## config.mk

```make
export PLATFORM = sky130hd
export DESIGN_NAME = input_mode_controller
export DESIGN_NICKNAME = d
export VERILOG_FILES = /design/src/rtl/input_mode_controller_pkg.sv /design/src/rtl/input_mode_controller_morse_decoder.sv /design/src/rtl/input_mode_controller.sv
export SDC_FILE = /design/constraint.sdc
export NUM_CORES = 1
export LEC_CHECK = 0
export CAP_MARGIN = 20
export CORE_ASPECT_RATIO = 0.6
export CORE_UTILIZATION = 60
export CTS_CLUSTER_DIAMETER = 50
export DETAILED_ROUTE_END_ITERATION = 6
export PLACE_DENSITY = 0.79
export REMOVE_ABC_BUFFERS = 1
export SLEW_MARGIN = 20
export SYNTH_ARGS = -nofsm -noshare
export SYNTH_HDL_FRONTEND = slang
export SYNTH_SLANG_ARGS = --single-unit
```

## constraint.sdc

```tcl
create_clock -name clk -period 7.9 [get_ports clk]
set_clock_uncertainty 0.1 [all_clocks]
set_input_delay 0.79 -clock clk [delete_from_list [all_inputs] [get_ports clk]]
set_output_delay 0.79 -clock clk [all_outputs]
set_load 0.03 [all_outputs]
```

## src/rtl/input_mode_controller_pkg.sv

```systemverilog
// Shared codes for the input mode controller: modes, key-event types and data
// codes from the keypad mapper, ASCII constants and Setting-level limits.
package input_ctrl_pkg;

    typedef enum logic [1:0] {
        MODE_ALPHA   = 2'd0,
        MODE_MORSE   = 2'd1,
        MODE_SETTING = 2'd2
    } mode_e;

    typedef enum logic [2:0] {
        EV_SINGLE     = 3'b000,
        EV_LONG       = 3'b001,
        EV_MULTI      = 3'b010,
        EV_MACRO      = 3'b011,
        EV_CTL_SINGLE = 3'b100,
        EV_CTL_LONG   = 3'b101,
        EV_CTL_MULTI  = 3'b110
    } ev_type_e;

    // Data codes; the event type disambiguates codes that share a value.
    localparam logic [7:0] D_DOT    = 8'h01;
    localparam logic [7:0] D_DASH   = 8'h01;
    localparam logic [7:0] D_DEL    = 8'h02;
    localparam logic [7:0] D_COMMIT = 8'h04;
    localparam logic [7:0] D_SPACE  = 8'h04;
    localparam logic [7:0] D_BACK   = 8'h10;
    localparam logic [7:0] D_EXIT   = 8'h10;
    localparam logic [7:0] D_ENTER  = 8'h20;
    localparam logic [7:0] D_NEXT   = 8'h01;
    localparam logic [7:0] D_PREV   = 8'h02;
    localparam logic [7:0] D_UP     = 8'h04;
    localparam logic [7:0] D_DOWN   = 8'h08;

    localparam logic [7:0] ASCII_SPACE   = 8'h20;
    localparam logic [7:0] ASCII_BS      = 8'h08;
    localparam logic [7:0] ASCII_CR      = 8'h0D;
    localparam logic [7:0] ASCII_UNKNOWN = 8'h3F;

    localparam logic [2:0] MAX_LEVEL = 3'd7;
    localparam logic [2:0] MAX_PAGE  = 3'd4;

endpackage

```

## src/rtl/input_mode_controller_morse_decoder.sv

```systemverilog
// Combinational Morse letter decoder: element i of the letter is code[i]
// (0 = dot, 1 = dash); unknown patterns decode to '?'.
module morse_decoder
    import input_ctrl_pkg::*;
(
    input  logic [2:0] len,
    input  logic [4:0] code,
    output logic [7:0] ascii
);

    logic [4:0] bits;

    always_comb begin
        bits  = code & ~(5'h1F << len);
        ascii = ASCII_UNKNOWN;
        case (len)
            3'd1: case (bits)
                5'd0: ascii = 8'h45;  // E
                5'd1: ascii = 8'h54;  // T
                default: ascii = ASCII_UNKNOWN;
            endcase
            3'd2: case (bits)
                5'd0: ascii = 8'h49;  // I
                5'd2: ascii = 8'h41;  // A
                5'd1: ascii = 8'h4E;  // N
                5'd3: ascii = 8'h4D;  // M
                default: ascii = ASCII_UNKNOWN;
            endcase
            3'd3: case (bits)
                5'd0: ascii = 8'h53;  // S
                5'd4: ascii = 8'h55;  // U
                5'd2: ascii = 8'h52;  // R
                5'd6: ascii = 8'h57;  // W
                5'd1: ascii = 8'h44;  // D
                5'd5: ascii = 8'h4B;  // K
                5'd3: ascii = 8'h47;  // G
                5'd7: ascii = 8'h4F;  // O
                default: ascii = ASCII_UNKNOWN;
            endcase
            3'd4: case (bits)
                5'd0:  ascii = 8'h48;  // H
                5'd8:  ascii = 8'h56;  // V
                5'd4:  ascii = 8'h46;  // F
                5'd2:  ascii = 8'h4C;  // L
                5'd6:  ascii = 8'h50;  // P
                5'd14: ascii = 8'h4A;  // J
                5'd1:  ascii = 8'h42;  // B
                5'd9:  ascii = 8'h58;  // X
                5'd5:  ascii = 8'h43;  // C
                5'd13: ascii = 8'h59;  // Y
                5'd3:  ascii = 8'h5A;  // Z
                5'd11: ascii = 8'h51;  // Q
                default: ascii = ASCII_UNKNOWN;
            endcase
            3'd5: case (bits)
                5'd31: ascii = 8'h30;
                5'd30: ascii = 8'h31;
                5'd28: ascii = 8'h32;
                5'd24: ascii = 8'h33;
                5'd16: ascii = 8'h34;
                5'd0:  ascii = 8'h35;
                5'd1:  ascii = 8'h36;
                5'd3:  ascii = 8'h37;
                5'd7:  ascii = 8'h38;
                5'd15: ascii = 8'h39;
                default: ascii = ASCII_UNKNOWN;
            endcase
            default: ascii = ASCII_UNKNOWN;
        endcase
    end

endmodule

```

## src/rtl/input_mode_controller.sv

```systemverilog
// Input mode controller: turns mapped key events into ASCII characters and
// macro selects, and owns the mapper's mode, page and long-press threshold.
module input_mode_controller
    import input_ctrl_pkg::*;
#(
    parameter int unsigned BASE_TICKS  = 25_000_000,
    parameter int unsigned LEVEL_RESET = 1,
    parameter int unsigned GAP_MULT    = 3,
    parameter int unsigned MAX_ELEMS   = 5
) (
    input  logic        clk,
    input  logic        rst,
    input  logic [10:0] mapped_key,
    input  logic        key_valid,
    output logic [1:0]  mode,
    output logic [2:0]  current_state,
    output logic [31:0] timer_threshold,
    output logic [7:0]  char_out,
    output logic        char_valid,
    output logic [7:0]  macro_id,
    output logic        macro_valid,
    output logic        err
);

    function automatic logic [31:0] level_ticks(input logic [2:0] lvl);
        logic [35:0] prod;
        prod = 36'(BASE_TICKS) * 36'({1'b0, lvl} + 4'd1);
        return prod[31:0];
    endfunction

    mode_e       mode_q, mode_d, saved_q, saved_d;
    logic [2:0]  page_q, page_d;
    logic [2:0]  level_q, level_d, pend_q, pend_d;
    logic [4:0]  code_q, code_d;
    logic [2:0]  len_q, len_d;
    logic        ovf_q, ovf_d;
    logic [33:0] gap_q, gap_d, gap_limit;
    logic [31:0] thr_q, thr_d;
    logic [7:0]  char_q, char_d, macro_q, macro_d;
    logic        char_vld_q, char_vld_d, macro_vld_q, macro_vld_d, err_q, err_d;

    logic [2:0]  ev_type;
    logic [7:0]  ev_data;
    logic [7:0]  dec_char;
    logic        commit, clear_buf, append, append_dash, remove;

    assign ev_type   = mapped_key[10:8];
    assign ev_data   = mapped_key[7:0];
    assign gap_limit = 34'(thr_q) * 34'(GAP_MULT);

    morse_decoder u_decoder (
        .len   (len_q),
        .code  (code_q),
        .ascii (dec_char)
    );

    always_comb begin
        mode_d      = mode_q;
        saved_d     = saved_q;
        page_d      = page_q;
        level_d     = level_q;
        pend_d      = pend_q;
        code_d      = code_q;
        len_d       = len_q;
        ovf_d       = ovf_q;
        gap_d       = gap_q;
        char_d      = char_q;
        char_vld_d  = 1'b0;
        macro_d     = macro_q;
        macro_vld_d = 1'b0;
        err_d       = 1'b0;
        commit      = 1'b0;
        clear_buf   = 1'b0;
        append      = 1'b0;
        append_dash = 1'b0;
        remove      = 1'b0;

        if (key_valid) begin
            gap_d = '0;
            if (mapped_key == '0) begin
                err_d = 1'b1;
            end else if (ev_type == EV_CTL_LONG && ev_data == D_EXIT) begin
                page_d    = 3'd0;
                clear_buf = 1'b1;
                case (mode_q)
                    MODE_ALPHA: begin
                        // Setting always hands control back to the text mode the Exit cycle started from
                        saved_d = mode_q;
                        mode_d  = MODE_MORSE;
                    end
                    MODE_MORSE: begin
                        mode_d = MODE_SETTING;
                        pend_d = level_q;
                    end
                    default: mode_d = MODE_ALPHA;
                endcase
            end else begin
                case (mode_q)
                    MODE_ALPHA: begin
                        case (ev_type)
                            EV_SINGLE: begin
                                char_d     = ev_data;
                                char_vld_d = 1'b1;
                            end
                            EV_CTL_SINGLE: begin
                                char_vld_d = 1'b1;
                                case (ev_data)
                                    D_SPACE: char_d = ASCII_SPACE;
                                    D_BACK:  char_d = ASCII_BS;
                                    D_ENTER: char_d = ASCII_CR;
                                    default: begin
                                        char_vld_d = 1'b0;
                                        err_d      = 1'b1;
                                    end
                                endcase
                            end
                            EV_CTL_MULTI: begin
                                case (ev_data)
                                    D_NEXT:  page_d = (page_q == MAX_PAGE) ? 3'd0 : page_q + 3'd1;
                                    D_PREV:  page_d = (page_q == 3'd0) ? MAX_PAGE : page_q - 3'd1;
                                    default: err_d = 1'b1;
                                endcase
                            end
                            default: err_d = 1'b1;
                        endcase
                    end
                    MODE_MORSE: begin
                        case (ev_type)
                            EV_SINGLE: begin
                                case (ev_data)
                                    D_DOT:   append = 1'b1;
                                    D_DEL:   remove = 1'b1;
                                    default: err_d = 1'b1;
                                endcase
                            end
                            EV_LONG: begin
                                if (ev_data == D_DASH) begin
                                    append      = 1'b1;
                                    append_dash = 1'b1;
                                end else begin
                                    err_d = 1'b1;
                                end
                            end
                            EV_CTL_SINGLE: begin
                                case (ev_data)
                                    D_COMMIT: commit = 1'b1;
                                    D_ENTER: begin
                                        if (len_q != 3'd0) begin
                                            commit = 1'b1;
                                        end else begin
                                            char_d     = ASCII_CR;
                                            char_vld_d = 1'b1;
                                        end
                                    end
                                    D_BACK: begin
                                        if (len_q != 3'd0) begin
                                            clear_buf = 1'b1;
                                        end else begin
                                            char_d     = ASCII_BS;
                                            char_vld_d = 1'b1;
                                        end
                                    end
                                    default: err_d = 1'b1;
                                endcase
                            end
                            EV_MACRO: begin
                                macro_d     = ev_data;
                                macro_vld_d = 1'b1;
                            end
                            default: err_d = 1'b1;
                        endcase
                    end
                    MODE_SETTING: begin
                        if (ev_type == EV_SINGLE && ev_data == D_UP) begin
                            pend_d = (pend_q == MAX_LEVEL) ? pend_q : pend_q + 3'd1;
                        end else if (ev_type == EV_SINGLE && ev_data == D_DOWN) begin
                            pend_d = (pend_q == 3'd0) ? pend_q : pend_q - 3'd1;
                        end else if (ev_type == EV_CTL_SINGLE && ev_data == D_ENTER) begin
                            level_d = pend_q;
                            mode_d  = saved_q;
                        end else if (ev_type == EV_CTL_SINGLE && ev_data == D_BACK) begin
                            mode_d = saved_q;
                        end else begin
                            err_d = 1'b1;
                        end
                    end
                    default: err_d = 1'b1;
                endcase
            end
        end else if (mode_q == MODE_MORSE && len_q != 3'd0) begin
            // A key in the timeout cycle takes the branch above, so it always beats the auto-commit
            if (gap_q + 34'd1 == gap_limit) begin
                commit = 1'b1;
            end else begin
                gap_d = gap_q + 34'd1;
            end
        end

        if (append) begin
            if (len_q == 3'(MAX_ELEMS)) begin
                ovf_d = 1'b1;
                err_d = 1'b1;
            end else begin
                code_d = code_q | (5'(append_dash) << len_q);
                len_d  = len_q + 3'd1;
            end
        end

        if (remove) begin
            if (len_q == 3'd0) begin
                err_d = 1'b1;
            end else begin
                code_d = code_q & ~(5'd1 << (len_q - 3'd1));
                len_d  = len_q - 3'd1;
            end
        end

        if (commit) begin
            char_d     = ovf_q ? ASCII_UNKNOWN : dec_char;
            char_vld_d = 1'b1;
            clear_buf  = 1'b1;
            gap_d      = '0;
        end

        if (clear_buf) begin
            code_d = '0;
            len_d  = '0;
            ovf_d  = 1'b0;
        end

        thr_d = level_ticks(level_d);
    end

    always_ff @(posedge clk) begin
        if (rst) begin
            mode_q      <= MODE_ALPHA;
            saved_q     <= MODE_ALPHA;
            page_q      <= '0;
            level_q     <= 3'(LEVEL_RESET);
            pend_q      <= 3'(LEVEL_RESET);
            code_q      <= '0;
            len_q       <= '0;
            ovf_q       <= 1'b0;
            gap_q       <= '0;
            thr_q       <= level_ticks(3'(LEVEL_RESET));
            char_q      <= '0;
            char_vld_q  <= 1'b0;
            macro_q     <= '0;
            macro_vld_q <= 1'b0;
            err_q       <= 1'b0;
        end else begin
            mode_q      <= mode_d;
            saved_q     <= saved_d;
            page_q      <= page_d;
            level_q     <= level_d;
            pend_q      <= pend_d;
            code_q      <= code_d;
            len_q       <= len_d;
            ovf_q       <= ovf_d;
            gap_q       <= gap_d;
            thr_q       <= thr_d;
            char_q      <= char_d;
            char_vld_q  <= char_vld_d;
            macro_q     <= macro_d;
            macro_vld_q <= macro_vld_d;
            err_q       <= err_d;
        end
    end

    assign mode            = mode_q;
    assign current_state   = page_q;
    assign timer_threshold = thr_q;
    assign char_out        = char_q;
    assign char_valid      = char_vld_q;
    assign macro_id        = macro_q;
    assign macro_valid     = macro_vld_q;
    assign err             = err_q;

endmodule

```

==> run metrics <==
clk_lat worst skew 350 ps; Die W approximately 150 um; Initial Util between 60% and 70%; outcome completed; Sink Count 96; Post-Syn Instances between 1000 and 1500; post-route ant nets 0; CP startpoint kind input port; root buf cell clkbuf_16; cts hold-fix bufs 0; hold depth 1; CTS H-tree depth 3; Routed wire per std cell roughly 17 um; Routed WL 22.5 mm; DPL Wire Length 17.1 mm; FP Rows 32; Crit path required time ~8000 ps; non-filler instance count after layout ~1300; Least-Margin Pin Slew between 800 and 900 ps; Total Routing Usage GR about a third; ranking of synthesized cells by area dfxtp_1 (23%), ha_1 (9.8%), xnor2_1 (7.7%); peak supply drop 0.0820 mV; Hold/Removal Path Class flip-flop to flip-flop; fin crit period 7060 ps; die area between 10000 and 15000 um2; Placed Instances ~1300; Cell Pwr Density 115 nW/um2; r2r worst-path depth 21; Port Buffer Count between 50 and 60; first-pass detailed-route iteration total 5; Synth Register Bits 96; Iter 0 DRT Violations 854; setup violators final 0; sw frac ~22%; CP endpoint kind flip-flop; gpl congestion ~0.98; vias around 8000; Synth area leader dfxtp_1; ys flop type dfxtp_1; Inserted Clock Buffers 9; Gate power share approximately 5.1%; sequential share of power between 40 and 50%; FMAX roughly 140 MHz; max cap viols 0; RR Startpoint mode[1]; fraction of layout cells with a size suffix above 1 under 10%; synthesized area approximately 8200 um2; Leakage ~3.5 nW; fillcell total 1109; crit path from mapped_key[2]; share of the synthesized area in the top cell type between 20% and 30%; register area share after synthesis 23.4%; ANT cells 0; Crit Path Class input port to flip-flop; most frequent cell after synthesis nor2_1; Psw 0.236 mW; storage element area 1920 um2; Netlist cell types 67; Final Core Density a little over two thirds; YS warnings 0; CTS tree yes; FF-to-FF setup slack 1960 ps; Reg2Reg Capture Point timer_threshold[27]; Rel. slew slack 40.8%; Overflow after GRT 0; Tcrit/Tclk final 89.4%; Core Area about 13000 um2; DRC viols 0; pin count of the biggest net entering global routing between 50 and 60; Vias per Instance 6.14; initial antenna violation count 0; worst-path maximum fanout 10; max-slew violations 0; number of setup buffers added after CTS 0; hold path start saved_q[0]; post-CTS sizing 0; TNS Setup 0 ps; number of synthesized flops with an enable pin 0; Reg clk slew, reported paths around 70 ps; unrepaired setup endpoints after global routing false; Nets between 1000 and 1500; cell internal pwr between 0.8 and 0.9 mW; clk buf depth 2; Min-Delay Endpoint saved_q[0]; Post-synth ARST share 0%; first-pass GRT wire length 37.0 mm; most frequent cells after synthesis nor2_1 (133), nand2_1 (110), dfxtp_1 (96); Worst EP arrival around 7200 ps; vias in the first global route around 7000; final hold vios 0; clock share of power 49.0%; syn_area_per_cell 7.53 um2; Multi-input gate area between 5000 and 6000 um2; Ports 70; synthesis-to-layout area growth 12.2%; Die Y just over 90 um
-- state kept, by name, indices dropped and copies added (netlist names) --
signal           count
ovf_q                1
mode                 2
err                  1
len_q                3
timer_threshold     21
saved_q              2
char_valid           1
code_q               5
level_q              3
gap_q               34
current_state        3
macro_valid          1
macro_id             8
char_out             8
pend_q               3
-- placed cells by master (no fill, tap or decap), types with 14 or more instances in the layout --
master / synthesis / final
a211oi_1: 15 / 15
a21oi_1: 77 / 77
a31oi_1: 18 / 18
and2_1: 14 / 14
and3_1: 15 / 15
clkdlybuf4s50_1: 0 / 59
dfxtp_1: 96 / 96
ha_1: 64 / 64
inv_1: 45 / 45
mux2i_1: 15 / 15
nand2_1: 110 / 110
nand2b_1: 20 / 20
nand3_1: 30 / 30
nand4_1: 23 / 23
nor2_1: 133 / 133
nor2b_1: 20 / 20
nor3_1: 30 / 30
nor4_1: 16 / 16
o21ai_0: 43 / 43
or3_1: 16 / 16
xnor2_1: 72 / 72
xor2_1: 27 / 27
-- cell type report --
type / count / area share [%]
Multi-Input combinational cell: 898 / 63.7
Sequential cell: 96 / 20.9
Timing Repair Buffer: 72 / 7.47
Clock buffer: 10 / 2.59
Tap cell: 170 / 2.31
Inverter: 45 / 1.83
Clock inverter: 6 / 1.22
-- cell families after synthesis --
group	share of synthesized area, %
other	0.0457
buffers and inverters	5.49
adders and majority gates	12.4
DFF	23.4
AOI/OAI and AO/OA	17.8
and+or+nand+nor	28.0
muxes	2.24
xor gates and xnor gates	10.6
-- how the worst max path moves through the flow --
stage                     endpoint  slack (ps)  cells after the start
5_1_grt        timer_threshold[27]         430                     24
4_1_cts        timer_threshold[26]         970                     24
3_3_place_gp   timer_threshold[26]         820                     24
2_1_floorplan  timer_threshold[26]         790                     22
6_report       timer_threshold[27]         840                     24
3_5_place_dp   timer_threshold[26]         620                     24
-- stage by stage --
step | setup WS (ps) | hold WS (ps) | power (mW) | area (um2)
CTS | 970 | 367 | 1.06 | 9220
detailed placement | 624 | 345 | 0.550 | 8860
finish | 835 | 363 | 1.06 | 9220
floorplan | 786 | 330 | 0.525 | 7960
global route | 430 | 396 | 1.09 | 9220
global placement | 816 | 346 | 0.550 | 8860
-- worst max-delay path, cell delays in order --
cell	delay (ps)
clkdlybuf4s50_1	520
nor2_1	310
nand3_1	320
o41a_1	470
nand4_1	240
mux2i_1	230
buf_4	220
inv_1	180
ha_1	270
xnor2_1	290
fa_1	540
fa_1	540
fa_1	460
nor2b_1	160
o21ai_0	110
a21oi_1	250
o21ai_0	130
nand2b_1	160
a21o_1	170
a221o_1	160
a21oi_1	70
o41ai_1	380
xor2_1	180
nor2_1	50
-- power by group through the flow --
stage                     Clock, mW  Combinational, mW  Sequential, mW
after global routing          0.546             0.0577           0.486
after CTS                     0.523             0.0529           0.486
after floorplan                   0             0.0237           0.501
after detailed placement          0             0.0527           0.498
final                         0.519             0.0541           0.486
after global placement            0             0.0528           0.498
-- metal layers --
metal	up-vias	part of all wire, %	track usage [%]
met5	-	0	0
met1	3627	50	51.4
met3	18	11	7.72
met4	0	0.90	6.31
li1	3888	-	-
met2	435	38	43.3
Note: power is estimated with default switching activity, not from simulation.
